--- config.mk ---
export PLATFORM = sky130hd
export DESIGN_NAME = float_compare_branch_flat
export DESIGN_NICKNAME = d
export VERILOG_FILES = /design/src/rtl/float_compare_branch_if.sv /design/src/rtl/float_compare_branch.sv /design/src/flat_wrapper.sv
export SDC_FILE = /design/constraint.sdc
export NUM_CORES = 1
export LEC_CHECK = 0
export ABC_AREA = 1
export ABC_CLOCK_PERIOD_IN_PS = 6500
export CORE_MARGIN = 2
export CORE_UTILIZATION = 44
export DETAILED_ROUTE_END_ITERATION = 12
export GPL_TIMING_DRIVEN = 0
export PLACE_DENSITY = 0.87
export SLEW_MARGIN = 40
export SYNTH_ARGS = -nofsm -noshare
export SYNTH_HDL_FRONTEND = slang
export SYNTH_SLANG_ARGS = --single-unit
--- constraint.sdc ---
create_clock -name clk -period 6.5 [get_ports clk]
set_clock_uncertainty 0.1 [all_clocks]
set_input_delay 1.3 -clock clk [delete_from_list [all_inputs] [get_ports clk]]
set_output_delay 1.3 -clock clk [all_outputs]
set_load 0.03 [all_outputs]
--- src/rtl/float_compare_branch_if.sv ---
// Request/response bundle between the branch unit and float_compare_branch.
interface float_compare_branch_if #(
  parameter int COND_W = 3
) ();
  logic              start;
  logic [31:0]       a;
  logic [31:0]       b;
  logic [COND_W-1:0] cond;
  logic              busy;
  logic              done;
  logic              taken;
  logic [2:0]        flags;

  // start is a strobe that is only accepted while busy is low; each accepted
  // start yields exactly one done pulse, and taken/flags hold after that pulse.
  modport master (output start, a, b, cond, input  busy, done, taken, flags);
  modport slave  (input  start, a, b, cond, output busy, done, taken, flags);
endinterface

--- src/rtl/float_compare_branch.sv ---
// Sequences one float compare through the external comparator and resolves a
// branch condition. Optional NaN override: define FLOAT_NAN_CHECK_EN.
module float_compare_branch #(
  parameter int COND_W = 3
) (
  input  logic                  clk,
  input  logic                  reset,
  float_compare_branch_if.slave bus,
  output logic [31:0]           cmpA,
  output logic [31:0]           cmpB,
  output logic                  cmpEnable,
  input  logic [1:0]            cmpOut,
  output logic [2:0]            dbg_state_o
);

  typedef enum logic [2:0] {
    IDLE    = 3'd0,
    ISSUE   = 3'd1,
    WAIT    = 3'd2,
    RESOLVE = 3'd3,
    DONE    = 3'd4
  } state_t;

  localparam logic [COND_W-1:0] C_EQ     = COND_W'(0);
  localparam logic [COND_W-1:0] C_NE     = COND_W'(1);
  localparam logic [COND_W-1:0] C_LT     = COND_W'(2);
  localparam logic [COND_W-1:0] C_LE     = COND_W'(3);
  localparam logic [COND_W-1:0] C_GT     = COND_W'(4);
  localparam logic [COND_W-1:0] C_GE     = COND_W'(5);
  localparam logic [COND_W-1:0] C_ALWAYS = COND_W'(6);

  state_t            state_q;
  logic [31:0]       a_q, b_q;
  logic [COND_W-1:0] cond_q;
  logic [1:0]        res_q;
  logic              nan_q;
  logic              busy_q, done_q, taken_q, en_q;
  logic [2:0]        flags_q;

  logic              nan_d;
  logic              unord_d;
  logic              taken_d;
  logic [2:0]        flags_d;

`ifdef FLOAT_NAN_CHECK_EN
  function automatic logic is_nan(input logic [31:0] v);
    return (v[30:23] == 8'hFF) && (v[22:0] != 23'd0);
  endfunction
  assign nan_d = is_nan(bus.a) | is_nan(bus.b);
`else
  assign nan_d = 1'b0;
`endif

  // A NaN operand forces the unordered encoding regardless of what the
  // comparator reported.
  always_comb begin
    unord_d = nan_q | (res_q == 2'b10);
    flags_d = unord_d ? 3'b110 : {1'b0, res_q};
    taken_d = 1'b0;
    if (unord_d) begin
      taken_d = (cond_q == C_NE) || (cond_q == C_ALWAYS);
    end else begin
      case (cond_q)
        C_EQ:     taken_d = (res_q == 2'b00);
        C_NE:     taken_d = (res_q != 2'b00);
        C_LT:     taken_d = (res_q == 2'b11);
        C_LE:     taken_d = (res_q == 2'b11) || (res_q == 2'b00);
        C_GT:     taken_d = (res_q == 2'b01);
        C_GE:     taken_d = (res_q == 2'b01) || (res_q == 2'b00);
        C_ALWAYS: taken_d = 1'b1;
        default:  taken_d = 1'b0;
      endcase
    end
  end

  always_ff @(posedge clk or posedge reset) begin
    if (reset) begin
      state_q <= IDLE;
      a_q     <= '0;
      b_q     <= '0;
      cond_q  <= '0;
      res_q   <= '0;
      nan_q   <= 1'b0;
      busy_q  <= 1'b0;
      done_q  <= 1'b0;
      taken_q <= 1'b0;
      en_q    <= 1'b0;
      flags_q <= '0;
    end else begin
      done_q <= 1'b0;
      en_q   <= 1'b0;
      case (state_q)
        IDLE: begin
          if (bus.start) begin
            a_q     <= bus.a;
            b_q     <= bus.b;
            cond_q  <= bus.cond;
            nan_q   <= nan_d;
            en_q    <= 1'b1;
            busy_q  <= 1'b1;
            state_q <= ISSUE;
          end
        end
        ISSUE: begin
          state_q <= WAIT;
        end
        WAIT: begin
          res_q   <= cmpOut;
          state_q <= RESOLVE;
        end
        RESOLVE: begin
          taken_q <= taken_d;
          flags_q <= flags_d;
          done_q  <= 1'b1;
          state_q <= DONE;
        end
        DONE: begin
          busy_q  <= 1'b0;
          state_q <= IDLE;
        end
        default: begin
          busy_q  <= 1'b0;
          state_q <= IDLE;
        end
      endcase
    end
  end

  // Holding registers feed the comparator directly so its inputs stay stable
  // from ISSUE until the next capture.
  assign cmpA        = a_q;
  assign cmpB        = b_q;
  assign cmpEnable   = en_q;
  assign bus.busy    = busy_q;
  assign bus.done    = done_q;
  assign bus.taken   = taken_q;
  assign bus.flags   = flags_q;
  assign dbg_state_o = state_q;

endmodule

--- src/flat_wrapper.sv ---
// flat-port wrapper written by rule: the top's interface ports become plain ports
module float_compare_branch_flat 
#(
  parameter int COND_W = 3
)
  (clk, reset, cmpA, cmpB, cmpEnable, cmpOut, dbg_state_o, bus_start, bus_a, bus_b, bus_cond, bus_busy, bus_done, bus_taken, bus_flags);
  float_compare_branch_if #(.COND_W(COND_W)) bus_i ();
  input  logic clk;
  input  logic reset;
  output logic [31:0] cmpA;
  output logic [31:0] cmpB;
  output logic cmpEnable;
  input  logic [1:0] cmpOut;
  output logic [2:0] dbg_state_o;
  input wire logic [$bits(bus_i.start)-1:0] bus_start;
  input wire logic [$bits(bus_i.a)-1:0] bus_a;
  input wire logic [$bits(bus_i.b)-1:0] bus_b;
  input wire logic [$bits(bus_i.cond)-1:0] bus_cond;
  output wire logic [$bits(bus_i.busy)-1:0] bus_busy;
  output wire logic [$bits(bus_i.done)-1:0] bus_done;
  output wire logic [$bits(bus_i.taken)-1:0] bus_taken;
  output wire logic [$bits(bus_i.flags)-1:0] bus_flags;
  assign bus_i.start = bus_start;
  assign bus_i.a = bus_a;
  assign bus_i.b = bus_b;
  assign bus_i.cond = bus_cond;
  assign bus_busy = bus_i.busy;
  assign bus_done = bus_i.done;
  assign bus_taken = bus_i.taken;
  assign bus_flags = bus_i.flags;
  float_compare_branch #(.COND_W(COND_W)) u_core (.clk(clk), .reset(reset), .bus(bus_i), .cmpA(cmpA), .cmpB(cmpB), .cmpEnable(cmpEnable), .cmpOut(cmpOut), .dbg_state_o(dbg_state_o));
endmodule
Yosys cells after proc, flatten, opt, wreduce, memory -nomap -nowiden
Cells that the tools add are included.
{"block": "op_classes", "n_eq_ne": 13, "bitwise_logic": 1, "n_mux": 10, "reduce_logical": 10}
{"op": "$eq A3 B2 Y1 const B", "n": 4}
{"op": "$pmux W3 S4", "n": 1}
{"op": "$eq A3 B3 Y1 const B", "n": 3}
{"op": "$pmux W1 S7", "n": 1}
{"op": "$eq A3 B1 Y1 const B", "n": 2}
{"op": "$logic_not A3 Y1", "n": 2}
{"op": "$mux W3", "n": 2}
{"op": "$mux W1", "n": 5}
{"op": "$eq A2 B2 Y1 const B", "n": 2}
{"op": "$reduce_and A2 Y1", "n": 2}
{"op": "$logic_or A1 B1 Y1", "n": 3}
{"op": "$reduce_or A3 Y1", "n": 1}
{"op": "$eq A2 B1 Y1 const B", "n": 1}
{"op": "$logic_not A2 Y1", "n": 1}
{"op": "$ne A2 B2 Y1 const B", "n": 1}
{"op": "$pmux W1 S2", "n": 1}
{"op": "$reduce_bool A2 Y1", "n": 1}
{"op": "$not A1 Y1", "n": 1}
{"block": "totals", "wordCells": 44, "register_bits": 79, "in_bits": 72, "out_inout_bits": 74}

Logic depth before layout (Yosys ltp)
Gate-level depths: netlist of the first run.
{"block": "depth", "depth_word": 4, "mapped_depth": 9, "ltp_nobuf": 9}

Worst setup path after synthesis of the first run
No wires, ideal clock.
{"block": "synth_timing", "path_kind": "input to register", "from": "input port bus_start", "to": "register u_core.a_q[10], in the netlist u_core.cmpA[10]", "stages": 5, "arrival_time_ns": 1.784, "required_ns": 6.283, "setup_time_ns": 0.117, "setup_slack_ns": 4.500, "path_buffers": 2, "cell_sequence": "nand3_2 -> buf_4 -> buf_6 -> nand2_1 -> nand2_1"}
{"block": "synth_via", "elab_chain_cells": 1}
{"element": "from (decl)", "line": "flat_wrapper.sv:15", "rtl": "input wire logic [$bits(bus_i.start)-1:0] bus_start;"}
{"element": "$reduce_and A2 Y1 (no line)"}
{"element": "to (signal assigned)", "line": "float_compare_branch.sv:95", "rtl": "a_q <= bus.a;"}
{"element": "to (decl)", "line": "float_compare_branch.sv:33", "rtl": "logic [31:0] a_q, b_q;"}
No other way between the ends.
A chain may end at the register's enable or synchronous reset.

Final worst setup path of the first run
{"block": "layout_timing", "from": "register u_core.state_q[2], in the netlist u_core.dbg_state_o[2]", "to": "output port dbg_state_o[2]"}
{"element": "from (decl)", "line": "float_compare_branch.sv:32", "rtl": "state_t state_q;"}
{"element": "from (signal assigned)", "line": "float_compare_branch.sv:78", "rtl": "state_q <= IDLE;"}
{"element": "from (signal assigned)", "line": "float_compare_branch.sv:101", "rtl": "state_q <= ISSUE;"}
{"element": "from (signal assigned)", "line": "float_compare_branch.sv:105", "rtl": "state_q <= WAIT;"}
{"element": "to (decl)", "line": "flat_wrapper.sv:14", "rtl": "output logic [2:0] dbg_state_o;"}
No word-level cell between the ends.

==> results of run 1 <==
==> layout by cell type (no fill, tap or decap), types with 3 or more instances in the layout <==
cell type                         count
sky130_fd_sc_hd__nand2_1            220
sky130_fd_sc_hd__nand3_1              3
sky130_fd_sc_hd__dfrtp_1             79
sky130_fd_sc_hd__o21ai_0              6
sky130_fd_sc_hd__inv_1                8
sky130_fd_sc_hd__buf_6                5
sky130_fd_sc_hd__buf_4                7
sky130_fd_sc_hd__nor2_1               6
sky130_fd_sc_hd__clkdlybuf4s50_1    145
sky130_fd_sc_hd__clkbuf_8            13
==> worst max path at each step <==
stage / from / endpoint / slack [ns]
3_3_place_gp: reset / u_core.cmpA[7] / 1.88
4_1_cts: u_core.dbg_state_o[2] / dbg_state_o[2] / 3.62
5_1_grt: u_core.dbg_state_o[0] / dbg_state_o[0] / 3.58
2_1_floorplan: reset / u_core.bus.busy / 3.08
3_5_place_dp: bus_start / u_core.cmpB[20] / 3.84
6_report: u_core.dbg_state_o[2] / dbg_state_o[2] / 3.64
==> power groups by stage <==
stage	sequential, µW	combinational, µW	clock, µW
floorplan	1280	396	0
global placement	856	1380	0
detailed placement	864	1420	0
CTS	860	1430	434
global route	888	1520	457
finish	860	1410	425
==> routing by layer <==
metal  vias up  GRT usage
met3        12     0.0782
met1      1272      0.240
met5         -          0
met2       109      0.342
met4         0     0.0727
li1       1350          -
==> cell families (layout without fill, tap and decap cells) <==
| group | count (synthesis) | in the layout |
|---|---|---|
| and+or+nand+nor | 233 | 233 |
| DFF | 79 | 79 |
| buffers and inverters | 25 | 187 |
| AOI/OAI and AO/OA | 8 | 8 |
==> flip-flops by register name (all words and copies together) (netlist names), 2 cells and up <==
name,count
u_core.bus.flags,3
u_core.cmpA,32
u_core.cmpB,32
u_core.cond_q,3
u_core.dbg_state_o,3
u_core.res_q,2
==> metrics by stage <==
step | hold WS, ns | power, µW | area (µm²) | util
5_1_grt | 0.382 | 2860 | 4910 | 0.723
3_3_place_gp | 0.340 | 2240 | 4650 | 0.684
2_1_floorplan | 0.335 | 1680 | 3080 | -
4_1_cts | 0.363 | 2720 | 4910 | 0.723
3_5_place_dp | 0.352 | 2290 | 4670 | 0.688
6_report | 0.357 | 2690 | 4910 | 0.723
==> area by class of cell <==
cell class                 instances  area (µm²)  share of cell area
multi-input combinational        241         938               0.191
clock buffer                      14         183              0.0372
tap                               96         120              0.0244
timing repair buffer             146        1470               0.299
inverter                          11        46.3             0.00942
buffer                            14         119              0.0242
clock inverter                     2        60.1              0.0122
sequential                        79        1980               0.402
==> results, run 1 <==
- The area of the core region is around 6800 µm².
- Walking the worst path, the cells encountered are clkdlybuf4s50_1.
- After synthesis, the most frequently instantiated cells are sky130_fd_sc_hd__nand2_1, sky130_fd_sc_hd__dfrtp_1, sky130_fd_sc_hd__inv_1, sky130_fd_sc_hd__buf_4.
- Dividing the detail-routed wire length by the instance count gives roughly 13 µm.
- Summed over all layers, the global routing overflow is 0.
- The setup slack of the worst register-to-register path is 5.07 ns.
- The buffer levels on the longest clock path is 2.
- For the worst flop-to-flop path, the logic depth is 6.
- The number of nets in the synthesized netlist is 417.
- Of the total synthesized cell area, the portion taken by XOR and XNOR cells is 0.
- The worst voltage drop across the vdd grid is approximately 280 µV.
- The sequential fraction of the synthesis area is 0.643.
- Of the post-synthesis cell area, the part taken by muxes is 0.
- The min-delay analysis places its worst path in the category reg2reg.
- The distinct cell type count of the synthesized netlist is 15.
- The count of pins on the block boundary is ~150.
- The leakage power of the design is about 0.0024 µW.
- The die is 87.6 µm wide.
- The number of buffers inserted by port buffering is roughly 150.
- The later pin in the worst-skew pair is clocked with a latency of approximately 0.33 ns.
- Setup repair after global routing left no endpoint under its margin.
- Timing analysis after detailed placement gives a worst setup slack of about 3.8 ns.
- The number of buffers and inverters on the critical path is 1.
- Timing would allow up to around 0.35 GHz.
- TritonCTS built the clock tree.
- The mean instance size in the synthesized netlist is 8.91 µm².
- Adding up every negative setup slack in the final design gives 0 ns.
- The number of maximum-capacitance constraint violations is 0.
- The share of the synthesized area in the top cell type is 0.643.
- At the pin with the least slew margin, the transition time is between 0.3 and 0.4 ns.
- The number of register bits inferred by synthesis is between 70 and 80.
- The worst-case hold path end point is u_core.bus.flags[2].
- The starting density of the core is 0.453.
- The number of hold-repair buffers added at the cts stage is 0.
- The routed design uses between 600 and 700 µm of met3 wire.
- The standard cell with the maximum stage delay on the critical path is sky130_fd_sc_hd__clkdlybuf4s50_1.
- The CTS root buffer is sky130_fd_sc_hd__clkbuf_8.
- The worst relative slew slack is 0.756.
- The cell count after synthesis is around 350.
- For this design the ratio of total power to cell area is around 550 nW/µm².
- TritonCTS created 9 clock buffers.
- The number of global-route vias before repair is about 2700.
- The net count reported at finish is 574.
- The portion of the clock cycle consumed by the worst path in the final layout is 0.440.
- The number of fillers in the final layout is 520.
- The synthesized-area fraction occupied by ao, oa, aoi and oai cells is 0.0130.
- The worst path needs roughly 2.9 ns of the cycle, external delays included.
- The detailed router placed 2743 vias in this run.
- The H-tree generated during clock tree synthesis spans 3 levels.
- The count of non-filler cells in the finished layout is ~600.
- The simple-gate share of the synthesized area is 0.292.
- The flow ran to the end, and the final reports show no timing, DRC or antenna violations.
- The number of antenna diodes in the final layout is 0.
- The combined global-route utilization of all metal layers is 0.204.
- The design internal power is between 1500 and 2000 µW.
- The number of rows in the core area is 30.
- The critical path class is reg2out.
- The layout cell share with drive strength beyond 1 is 0.0710.
- The required time at the endpoint of the critical path is between 5 and 6 ns.
- From bottom edge to top edge, the die measures roughly 88 µm.
- Of the total synthesized cell area, the portion taken by full adders, half adders and majority gates is 0.
- The cell with the most instances after synthesis is sky130_fd_sc_hd__nand2_1.
- Of the total power, combinational logic draws 0.523.
- The weighted congestion reported at the end of routability-driven placement is around 0.74.
- The family with the most delay on the worst path is buffers and inverters.
- The final wirelength is 7.76 mm.
- Clock tree synthesis found a total of 79 sinks.
- The detail route stage leaves a number of antenna-violating nets equal to 0.
- The endpoint of the worst register-to-register path is u_core.cmpB[20].
- The area growth from synthesis to layout is 59.8%.
- The maximum number of pins on one net before global-route repair is 41.
- The via density per instance is 4.55.
- After clock tree synthesis, the clock-pin slew on the worst setup and hold paths is about 0.08 ns.
- The startpoint of the lowest-slack register-to-register path is u_core.dbg_state_o[0].
- The routed metal-1 wire length is 3.17 mm.
- The worst setup path is captured at an output pin.
- The number of detailed-routing iterations run before antenna repair is 4.
- The sequential share of power is 0.319.
- The highest routed metal layer is met4.
- Detailed placement ended at an HPWL of about 5.7 mm.
- The die covers 7670 µm².
- The post-cts sizing count is 0.
- Once routing completed, OpenROAD measured the worst setup slack at 3.64 ns.
- Once the clock tree was built, the setup fixing pass inserted 0 buffers.
- The data arrival time of the critical path is 1.46 ns.
- The count of final hold-check violations is 0.
- The area of the mapped netlist is approximately 3000 µm².
- The routed length on met2 is between 3 and 4 mm.
- Of all cell types, the one taking the most synthesized area is sky130_fd_sc_hd__dfrtp_1.
- Along the worst hold path, the cell count comes to 1.
- The number of flops mapped to enable cells by yosys is 0.
- The max-slew violation count was 0.
- The share of total power dissipated in the clock network is 0.158.
- Including well taps, the total number of placed cells is slightly below 600.
- After detailed routing, the number of remaining DRC violations is 0.
- The fraction of synthesis flops using an asynchronous set or reset pin is 1.00.
- The switching share of total power is 0.422.
- The dominant combinational cell family by area after synthesis is simple AND/OR/NAND/NOR gates.
- The first-pass GRT wire length is around 12 mm.
- The launch instance of the worst min-delay path is u_core.res_q[0].
- The net switching power is ~1100 µW.
- The most common flop cell mapped by yosys is sky130_fd_sc_hd__dfrtp_1.
- The stage delay of the slowest cell on the critical path is 0.70 ns.
- The critical path depth in cells is 1.
- Ranked by total cell area, the synthesized netlist is headed by sky130_fd_sc_hd__dfrtp_1, sky130_fd_sc_hd__nand2_1, sky130_fd_sc_hd__buf_6.
- Setup violations remaining at the end of the flow were counted as 0.
- During synthesis, Yosys emitted a total of 0 warnings.
- The number of antenna violations at the first check in global routing is 0.
- The maximum fanout encountered on the critical timing path is 3.
- The number of violations reported at the end of detailed-routing iteration 0 is 115.
- The launching element type of the critical path is a flip-flop.
Power figures use the tool's default switching activity.
==> run 2: changes to the inputs <==
--- a/config.mk
+++ b/config.mk
@@ -6,12 +6,12 @@
 export NUM_CORES = 1
 export LEC_CHECK = 0
 export ABC_AREA = 1
-export ABC_CLOCK_PERIOD_IN_PS = 6500
+export ABC_CLOCK_PERIOD_IN_PS = 2600
 export CORE_MARGIN = 2
-export CORE_UTILIZATION = 44
+export CORE_UTILIZATION = 37
 export DETAILED_ROUTE_END_ITERATION = 12
 export GPL_TIMING_DRIVEN = 0
-export PLACE_DENSITY = 0.87
+export PLACE_DENSITY = 0.79
 export SLEW_MARGIN = 40
 export SYNTH_ARGS = -nofsm -noshare
 export SYNTH_HDL_FRONTEND = slang
==> constraint.sdc (replaced) <==
create_clock -name clk -period 2.6 [get_ports clk]
set_clock_uncertainty 0.1 [all_clocks]
set_input_delay 0.52 -clock clk [delete_from_list [all_inputs] [get_ports clk]]
set_output_delay 0.52 -clock clk [all_outputs]
set_load 0.03 [all_outputs]
==> run 2 against run 1 <==
Net effect: critical path depth stayed put; combinational power grew to 2.5 times the previous value; non-clock buffer count is 2 higher; sequential power is 150% higher; first-iteration DRC count is 28% lower.
==> results, run 2 (synthesized netlist as in run 1, its figures left out) <==
- The CTS root buffer is sky130_fd_sc_hd__clkbuf_8.
- The height of the chip came to 95.2 µm (+8.6%).
- The setup path with the least slack is of type reg2out.
- The total number of vias came to 2745 (+0.073%).
- The clock-pin slew on the worst setup and hold paths was 0.09 ns (about the same).
- The combined global-route utilization of all metal layers was 0.176 (-0.0278).
- The slowest stage of the critical path belongs to the cell sky130_fd_sc_hd__clkdlybuf4s50_1.
- The weighted congestion reported at the end of routability-driven placement is 0.720 (-3.0%).
- The family with the most delay on the worst path is buffers and inverters.
- The placed wire-length estimate came to 5.79 mm (+1.5%).
- The setup slack of the worst register-to-register path is 1.16 ns (-3.91 ns).
- The level count of the clock H-tree is 3 (unchanged).
- The final wirelength is 7.74 mm (-0.24%).
- The count of final setup violators came to 0 (unchanged).
- In this run the worst hold path is classified as reg2reg.
- Leaving out fill and tap cells, the most frequent cells in the layout are sky130_fd_sc_hd__nand2_1, sky130_fd_sc_hd__clkdlybuf4s50_1, sky130_fd_sc_hd__dfrtp_1.
- The total inserted antenna cells was 0 (unchanged).
- The stage delay of the slowest cell on the critical path is 0.70 ns (about the same).
- The portion of total power attributed to combinational logic is 0.535 (+0.012).
- The net count reported at finish is 576 (+0.35%).
- The count of pins on the block boundary is 146 (unchanged).
- The area of the core region came to 8130 µm² (+20%).
- The number of maximum-capacitance constraint violations was 0 (unchanged).
- The total CTS buffers is 9 (unchanged).
- The switching share of total power is 0.432 (+0.0105).
- The number of buffers inserted by port buffering is 145 (unchanged).
- The number of violations reported at the end of detailed-routing iteration 0 is 83 (-28%).
- The die footprint is 9060 µm² (+18%).
- The run finished with clean final reports.
- The worst relative slew slack is 0.633 (-0.123).
- The die width is 95.2 µm (+8.6%).
- The via density per instance is 4.47 (-1.7%).
- The count of final hold-check violations came to 0 (unchanged).
- The number of buffers inserted to repair setup after CTS is 0 (unchanged).
- The power density over the cells is 1330 nW/µm² (+140%).
- The minimum hold slack was 0.374 ns (+0.0165 ns).
- The number of fillers in the final layout is 707 (+36%).
- Setup repair after global routing left no endpoint under its margin.
- The aggregate global routing overflow is 0 (unchanged).
- STA classifies the critical path startpoint as a flip-flop.
- The number of hold-repair buffers added at the cts stage is 0 (unchanged).
- The slack of the critical path is 0.511 ns (-3.13 ns).
- The share of power burned in the clock network is 0.141 (-0.017).
- The first-pass GRT wire length was 12.2 mm (+1.7%).
- The data arrival time of the critical path is 1.47 ns (about the same).
- The placed instance area is 4740 µm² (+1.6%).
- The maximum fanout encountered on the critical timing path came to 3 (unchanged).
- The number of buffers and inverters on the critical path was 1 (unchanged).
- The post-cts sizing count was 0 (unchanged).
- The leakage power of the design is 0.00245 µW (+0.27%).
- The portion of the clock cycle consumed by the worst path in the final layout is 0.804.
- The number of stages on the worst hold path came to 1 (unchanged).
- The critical path depth in cells is 1 (unchanged).
- The number of antenna violations at the first check in global routing is 0 (unchanged).
- The number of global-route vias before repair came to 2703 (+1.5%).
- The number of clock sinks seen by CTS came to 79 (unchanged).
- The sequential share of power is 0.324 (+0.005).
- The remaining number of nets flagged by the antenna check after routing came to 0 (unchanged).
- Leaving out fill and tap cells, the most frequent cell in the layout is sky130_fd_sc_hd__nand2_1.
- The maximum clock frequency is ~0.48 GHz.
- The layout cell share with drive strength beyond 1 was 0.0766 (+0.00561).
- The clock insertion delay at the later pin of the skew report came to 0.35 ns (+0.02 ns).
- The total design power came to 6610 µW (+150%).
- The area of all placed cells without fillers is 4950 µm² (+0.76%).
- The sort of element at the end of the critical path is an output pin.
- Traced cell by cell, the critical path runs through clkdlybuf4s50_1.
- The post-detailed-route wirelength per cell was 12.6 µm (-2.0%).
- The starting density of the core was 0.378 (-0.0746).
- The worst reg2reg path depth came to 6 (unchanged).
- The post-route DRC violation count is 0 (unchanged).
- The design internal power is 3750 µW (+140%).
- The max-slew violation count is 0 (unchanged).
- The worst path needs 2.09 ns of the cycle, external delays included.
- The worst voltage drop across the vdd grid is 543 µV (+94%).
- The maximum number of pins on one net before global-route repair is 25 (-39%).
- The net switching power was 2860 µW (+150%).
- The number of rows in the core area was 33 (+10%).
- The pin slew with the least headroom to its limit came to 0.550 ns (+0.184 ns).
- The layout overhead on the synthesized area is 61.0%.
- The CTS tree is built.
- The final-layout setup total negative slack is 0 ns (unchanged).
- The number of detailed-routing iterations run before antenna repair is 4 (unchanged).
- The required time at the endpoint of the critical path is 1.98 ns (-3.12 ns).
- The buffer levels on the longest clock path is 2 (unchanged).
- The worst setup slack after placement is 0.703 ns (-3.13 ns).
==> run 2: layout make-up <==
cell class                      count  area, µm²  share of cell area
Buffer                             14        119              0.0240
Clock buffer                       11        151              0.0306
Clock inverter                      5       56.3              0.0114
Inverter                           11       45.0             0.00910
Multi-Input combinational cell    241        938               0.189
Sequential cell                    79       1980               0.399
Tap cell                          105        131              0.0265
Timing Repair Buffer              148       1530               0.310
==> run 2: path summary, 6_finish.rpt <==
kind                                        to                   from
max in group asynchronous     u_core.bus.taken                  reset
setup reg to reg               u_core.cmpB[25]  u_core.dbg_state_o[0]
hold reg to reg            u_core.bus.flags[2]        u_core.res_q[0]
min in group asynchronous      u_core.cmpA[15]                  reset
hold / removal             u_core.bus.flags[2]        u_core.res_q[0]
setup / recovery                dbg_state_o[0]  u_core.dbg_state_o[0]
==> run 2: layer usage <==
| metal | routed length, µm | GRT usage |
|---|---|---|
| met1 | 3270 | 0.210 |
| met2 | 3790 | 0.299 |
| met3 | 540 | 0.0498 |
| met4 | 136 | 0.0713 |
| met5 | 0 | 0 |
==> run 2: power groups by stage <==
stage / Combinational (µW) / Sequential [µW] / Clock (µW)
after floorplan: 989 / 3210 / 0
after global placement: 3480 / 2140 / 0
after detailed placement: 3560 / 2160 / 0
after CTS: 3570 / 2140 / 959
after global routing: 3830 / 2210 / 1010
final: 3530 / 2140 / 931
==> run 2: metrics by stage <==
step / util / std cells
4_1_cts: 0.609 / 614
3_3_place_gp: 0.573 / 595
6_report: 0.609 / 614
2_1_floorplan: - / 345
5_1_grt: 0.609 / 614
3_5_place_dp: 0.583 / 598
